## src/rtl/wb_pkg.sv

```systemverilog
// Shared types and defaults for the L1 write-back buffer (buffer_escrita).
// Build option WB_COALESCE_EN merges writes that hit an already buffered address.
package wb_pkg;

    localparam int WB_DEPTH  = 4;
    localparam int WB_ADDR_W = 5;
    localparam int WB_DATA_W = 3;
    localparam int WB_PTR_W  = $clog2(WB_DEPTH);
    localparam int WB_CNT_W  = WB_PTR_W + 1;

    typedef struct packed {
        logic                 valid;
        logic [WB_ADDR_W-1:0] addr;
        logic [WB_DATA_W-1:0] data;
    } wb_entry_t;

endpackage

```

## src/rtl/buffer_escrita_cam.sv

```systemverilog
// Associative lookup over the buffer entries.
// Scans from head toward tail so the last match found is the youngest one.
module buffer_escrita_cam
    import wb_pkg::*;
#(
    parameter int DEPTH  = WB_DEPTH,
    parameter int ADDR_W = WB_ADDR_W,
    localparam int PTR_W = $clog2(DEPTH)
) (
    input  logic [DEPTH-1:0]             valid,
    input  logic [DEPTH-1:0][ADDR_W-1:0] addr,
    input  logic [ADDR_W-1:0]            key,
    input  logic [PTR_W-1:0]             head,
    output logic                         hit,
    output logic [PTR_W-1:0]             idx
);

    logic [PTR_W-1:0] pos;

    always_comb begin
        hit = 1'b0;
        idx = head;
        pos = '0;
        for (int k = 0; k < DEPTH; k++) begin
            pos = head + PTR_W'(k);
            if (valid[pos] && (addr[pos] == key)) begin
                hit = 1'b1;
                idx = pos;
            end
        end
    end

endmodule

```

## src/rtl/buffer_escrita.sv

```systemverilog
// Write-back FIFO between the L1 memory port and the single-port RAM.
// Build option WB_COALESCE_EN merges writes that hit an already buffered address.
module buffer_escrita
    import wb_pkg::*;
#(
    parameter int DEPTH  = WB_DEPTH,
    parameter int ADDR_W = WB_ADDR_W,
    parameter int DATA_W = WB_DATA_W
) (
    input  logic                   clock,
    input  logic                   reset,
    input  logic                   wr_req,
    input  logic [ADDR_W-1:0]      wr_end,
    input  logic [DATA_W-1:0]      wr_dado,
    input  logic                   rd_req,
    input  logic [ADDR_W-1:0]      rd_end,
    output logic                   full,
    output logic                   rd_hit,
    output logic [DATA_W-1:0]      rd_dado,
    output logic [ADDR_W-1:0]      ram_endereco,
    output logic [DATA_W-1:0]      ram_dado,
    output logic                   ram_wren,
    output logic                   overflow,
    output logic [$clog2(DEPTH):0] count
);

    localparam int PTR_W = $clog2(DEPTH);
    localparam int CNT_W = PTR_W + 1;
    localparam logic [CNT_W-1:0] FULL_CNT = CNT_W'(DEPTH);

    wb_entry_t        mem [DEPTH];
    logic [PTR_W-1:0] head;
    logic [PTR_W-1:0] tail;
    logic [CNT_W-1:0] cnt;
    logic             ovf;

    logic [DEPTH-1:0]             valid_v;
    logic [DEPTH-1:0][ADDR_W-1:0] addr_v;

    logic             drain;
    logic             push;
    logic             drop;
    logic             coal;
    logic [PTR_W-1:0] coal_idx;
    logic             fwd_hit;
    logic [PTR_W-1:0] fwd_idx;

    always_comb begin
        valid_v = '0;
        addr_v  = '0;
        for (int i = 0; i < DEPTH; i++) begin
            valid_v[i] = mem[i].valid;
            addr_v[i]  = mem[i].addr;
        end
    end

    // Reset gates the drain so nothing reaches RAM in the reset cycle.
    assign drain = (cnt != '0) && !rd_req && !reset;
    assign full  = (cnt == FULL_CNT);

    buffer_escrita_cam #(
        .DEPTH  (DEPTH),
        .ADDR_W (ADDR_W)
    ) u_fwd_cam (
        .valid (valid_v),
        .addr  (addr_v),
        .key   (rd_end),
        .head  (head),
        .hit   (fwd_hit),
        .idx   (fwd_idx)
    );

`ifdef WB_COALESCE_EN
    logic             wr_hit;
    logic [PTR_W-1:0] wr_idx;

    buffer_escrita_cam #(
        .DEPTH  (DEPTH),
        .ADDR_W (ADDR_W)
    ) u_wr_cam (
        .valid (valid_v),
        .addr  (addr_v),
        .key   (wr_end),
        .head  (head),
        .hit   (wr_hit),
        .idx   (wr_idx)
    );

    // A head being written out this cycle would lose the merge; allocate instead.
    assign coal     = wr_req && wr_hit && !((wr_idx == head) && drain);
    assign coal_idx = wr_idx;
`else
    assign coal     = 1'b0;
    assign coal_idx = '0;
`endif

    assign push = wr_req && !coal && !full;
    assign drop = wr_req && !coal && full;

    always_ff @(posedge clock) begin
        if (reset) begin
            for (int i = 0; i < DEPTH; i++) begin
                mem[i] <= '0;
            end
            head <= '0;
            tail <= '0;
            cnt  <= '0;
            ovf  <= 1'b0;
        end else begin
            if (drain) begin
                mem[head].valid <= 1'b0;
                head            <= head + PTR_W'(1);
            end
            if (push) begin
                mem[tail] <= '{valid: 1'b1, addr: wr_end, data: wr_dado};
                tail      <= tail + PTR_W'(1);
            end
            if (coal) begin
                mem[coal_idx].data <= wr_dado;
            end
            if (push && !drain) begin
                cnt <= cnt + CNT_W'(1);
            end else if (drain && !push) begin
                cnt <= cnt - CNT_W'(1);
            end
            if (drop) begin
                ovf <= 1'b1;
            end
        end
    end

    assign rd_hit  = fwd_hit;
    assign rd_dado = fwd_hit ? mem[fwd_idx].data : '0;

    assign ram_wren     = drain;
    assign ram_endereco = drain ? mem[head].addr : rd_end;
    assign ram_dado     = drain ? mem[head].data : '0;

    assign overflow = ovf;
    assign count    = cnt;

endmodule

```

## config.mk

```make
export PLATFORM = sky130hd
export DESIGN_NAME = buffer_escrita
export DESIGN_NICKNAME = d
export VERILOG_FILES = /design/src/rtl/wb_pkg.sv /design/src/rtl/buffer_escrita_cam.sv /design/src/rtl/buffer_escrita.sv
export SDC_FILE = /design/constraint.sdc
export NUM_CORES = 1
export LEC_CHECK = 0
export CAP_MARGIN = 10
export CORE_ASPECT_RATIO = 1.2
export CORE_MARGIN = 2
export CORE_UTILIZATION = 40
export DETAILED_ROUTE_END_ITERATION = 7
export PLACE_DENSITY = 0.6
export SLEW_MARGIN = 20
export SYNTH_ARGS = -nofsm -noshare
export SYNTH_HDL_FRONTEND = slang
export SYNTH_HIERARCHICAL = 1
export SYNTH_SLANG_ARGS = --single-unit
```

## constraint.sdc

```tcl
create_clock -name clock -period 9.93 [get_ports clock]
set_clock_uncertainty 0.15 [all_clocks]
set_input_delay 1.4895 -clock clock [delete_from_list [all_inputs] [get_ports clock]]
set_output_delay 1.4895 -clock clock [all_outputs]
set_load 0.02 [all_outputs]
```

==> flow_summary.yaml <==
finish:
  fin_nets: 327
  antennaDiodeCount: 0
  area_growth_pct: 12.9
  finish.utilization_pct: 47.2
  drive_above_1_share_pct: 13.8
floorplanning:
  fp.dieW_um: 86.2
  start_util_pct: 41.8
  rows: 35
  io_pins: 35
  coreArea_um2: 7750
  die_h_um: 103
  dieArea_um2: 8840
worst_setup_path:
  required_ns: 8.29
  reg2reg_to: "count[2]$_SDFFE_PP0P_"
  path_class: "in2out"
  cp-end-kind: "primary output"
  r2r_slack_ns: 7.32
  worstSetupStartpointType: "primary input"
  cp_max_fo: 6
  ff2ff_path_depth: 9
  cp.arrival_ns: 4.90
  r2r-start: "count[0]$_SDFFE_PP0P_"
placed_design:
  gp_congestion: 0.823
  dp_slack_ns: 3.38
  hpwl_um: 5260
  io_buffers: 34
clock_network:
  cts_setup_buffers: 0
  cts_buffer_depth: 2
  htreeDepth: 2
  cts_hold_buffers: 0
  cts_tree: "done"
  cts_resized: 0
  cts_root_buf: "clkbuf_8"
  clock-sinks: 46
  cts_made_buffers: 5
  clk_latency_ns: 0.30
  clkTransAtPathRegs_ns: 0.09
timing:
  worstMarginPinSlew_ns: 0.665
  report.final.slew_viol_count: 0
  relSlewSlack_pct: 55.5
  fmax_ghz: 0.153
  hold_viol: 0
  setup_viol: 0
  finalCritPeriodShare_pct: 65.9
  rsz0062_at_grt: "false"
  finalCriticalPeriod_ns: 6.54
  finalWorstSetupSlack_ns: 3.39
  timing.setup.tns_ns: 0
synthesis:
  yosys.area_share.xor_xnor_pct: 7.84
  synthMuxAreaShare_pct: 18.9
  synth_area_leader_cell: "edfxtp_1"
  syn-num-nets: 303
  ys_ff_latch: 46
  synth.avg_cell_area_um2: 11.6
  synth_cells: 279
  synth_compound_area_share_pct: 8.57
  yosys_most_used_dff: "edfxtp_1"
  synth_top_family_by_area: "multiplexers"
  synth.cell_area_um2: 3240
  ys_top_cells_by_area: "edfxtp_1, mux4_2, dfxtp_1"
  seq_area_frac_synth_pct: 38.3
  ys_warn_count: 6
  yosys.area_share.simple_pct: 18.1
  synth_top_area_share_pct: 29.7
  synth-edff-count: 32
  ys_async_sr_fraction_pct: 0
  ys_types: 53
  synth_adder_area_share_pct: 2.93
pwr:
  p_comb_share_pct: 41.9
  clockPowerShare_pct: 17.1
  power_density_nw_per_um2: 177
  power_frac_seq_pct: 41.0
  leakage_nw: 1.25
  switching_power_uw: 233
  peakVddDrop_v: 0.000104
  swShare_pct: 35.9
  p_int_uw: 416
route:
  routedWlPerCell_um: 18.0
  remaining_drc_errors: 0
  antenna_left: 0
  drt-pass1-iter-count: 4
  via_count: 2205
  drt_iter0_markers: 59
  totalWireLength_um: 7140
  vias_per_cell: 5.57
global_routing:
  grt_overflow_total: 0
  grt_max_degree: 38
  first_global_vias: 2224
  grt_use_total_pct: 16.8
  grt_pass1_wl_um: 11300
  antenna_found_initial: 0
worst_hold_path:
  min_path_cells: 2
  hold_end: "overflow$_SDFFE_PP0P_"
  holdCritPathClass: "reg2reg"
  hp-start: "overflow$_SDFFE_PP0P_"
status:
  status: "complete, no violations"
job:
  max_cap_violations: 0
==> how the worst max path moves through the flow <==
| stage | from | end | slack [ns] | cells past startpoint |
|---|---|---|---|---|
| finish | rd_end[0] | rd_dado[0] | 3.39 | 10 |
| global route | rd_end[0] | rd_dado[0] | 3.15 | 10 |
| CTS | rd_end[0] | rd_dado[0] | 3.35 | 10 |
| detailed placement | rd_end[0] | rd_dado[0] | 3.38 | 10 |
| global placement | rd_end[0] | rd_dado[0] | 3.39 | 10 |
| floorplan | rd_end[0] | rd_dado[0] | 4.63 | 9 |
==> layout make-up <==
class	instances	area (um^2)
Sequential cell	46	1240
Inverter	10	37.5
Multi-Input combinational cell	204	1830
Clock buffer	6	72.6
Clock inverter	2	10.0
Timing Repair Buffer	36	355
Fill cell	729	4090
Tap cell	92	115
==> placed cells by master, fill, tap and decap left out, drive strengths merged, types with 7 or more instances in the layout <==
cell and instances:
a21oi 8, and2 40, clkdlybuf4s50 34, dfxtp 14, edfxtp 32, inv 10
mux2i 24, mux4 14, nand3 7, nor2 7, xnor2 23
==> cell families after synthesis <==
group           count (synthesis)
simple gates                   92
buf+inv                        29
compound gates                 33
flops                          46
xor+xnor                       29
mux                            43
fa+ha+maj                       7
==> sequential cells by signal (all words and copies together), names as in the netlist, named ones only <==
| register | count |
|---|---|
| head | 2 |
| mem | 36 |
| overflow | 1 |
| count | 3 |
| tail | 2 |
==> metal layers <==
metal | global-route usage, % | up-vias | routed length, um | part of all wire, %
li1 | - | 1068 | - | -
met1 | 19.6 | 1077 | 2970 | 42
met2 | 31.3 | 44 | 3760 | 53
met3 | 1.76 | 16 | 191 | 2.7
met4 | 7.33 | 0 | 215 | 3.0
met5 | 0 | - | 0 | 0
==> cell usage after synthesis, types with 6 or more instances <==
library cell	number
mux2i_1	24
inv_1	10
xnor2_1	23
xor2_1	6
mux4_2	14
and2_1	40
edfxtp_1	32
nor2_1	7
ha_1	6
dfxtp_1	14
buf_2	6
nand3_1	7
a21oi_1	8
buf_6	7
==> critical path, cell delays in order <==
cell and delay [ns]:
clkdlybuf4s50_1 0.56, xnor2_1 0.29, a32oi_2 0.16, nor4_1 0.26, o211a_2 0.28, o22ai_2 0.10, xnor2_1 0.47, mux4_2 0.57
and2_1 0.18, clkdlybuf4s50_1 0.54
==> power groups by stage <==
| stage | combinational, mW | clock (mW) | sequential (mW) |
|---|---|---|---|
| 2_1_floorplan | 0.209 | 0 | 0.263 |
| 3_3_place_gp | 0.271 | 0 | 0.271 |
| 3_5_place_dp | 0.273 | 0 | 0.271 |
| 4_1_cts | 0.275 | 0.112 | 0.267 |
| 5_1_grt | 0.294 | 0.119 | 0.272 |
| 6_report | 0.272 | 0.111 | 0.266 |
==> metrics by stage <==
step / hold slack, ns / area (um^2) / power (mW) / cells
final: 0.339 / 3660 / 0.649 / 396
after global routing: 0.413 / 3660 / 0.685 / 396
after CTS: 0.343 / 3660 / 0.654 / 396
after detailed placement: 0.319 / 3570 / 0.545 / 388
after global placement: 0.304 / 3570 / 0.542 / 388
after floorplan: 0.315 / 3240 / 0.472 / 279
(Power assumes the default switching activity.)
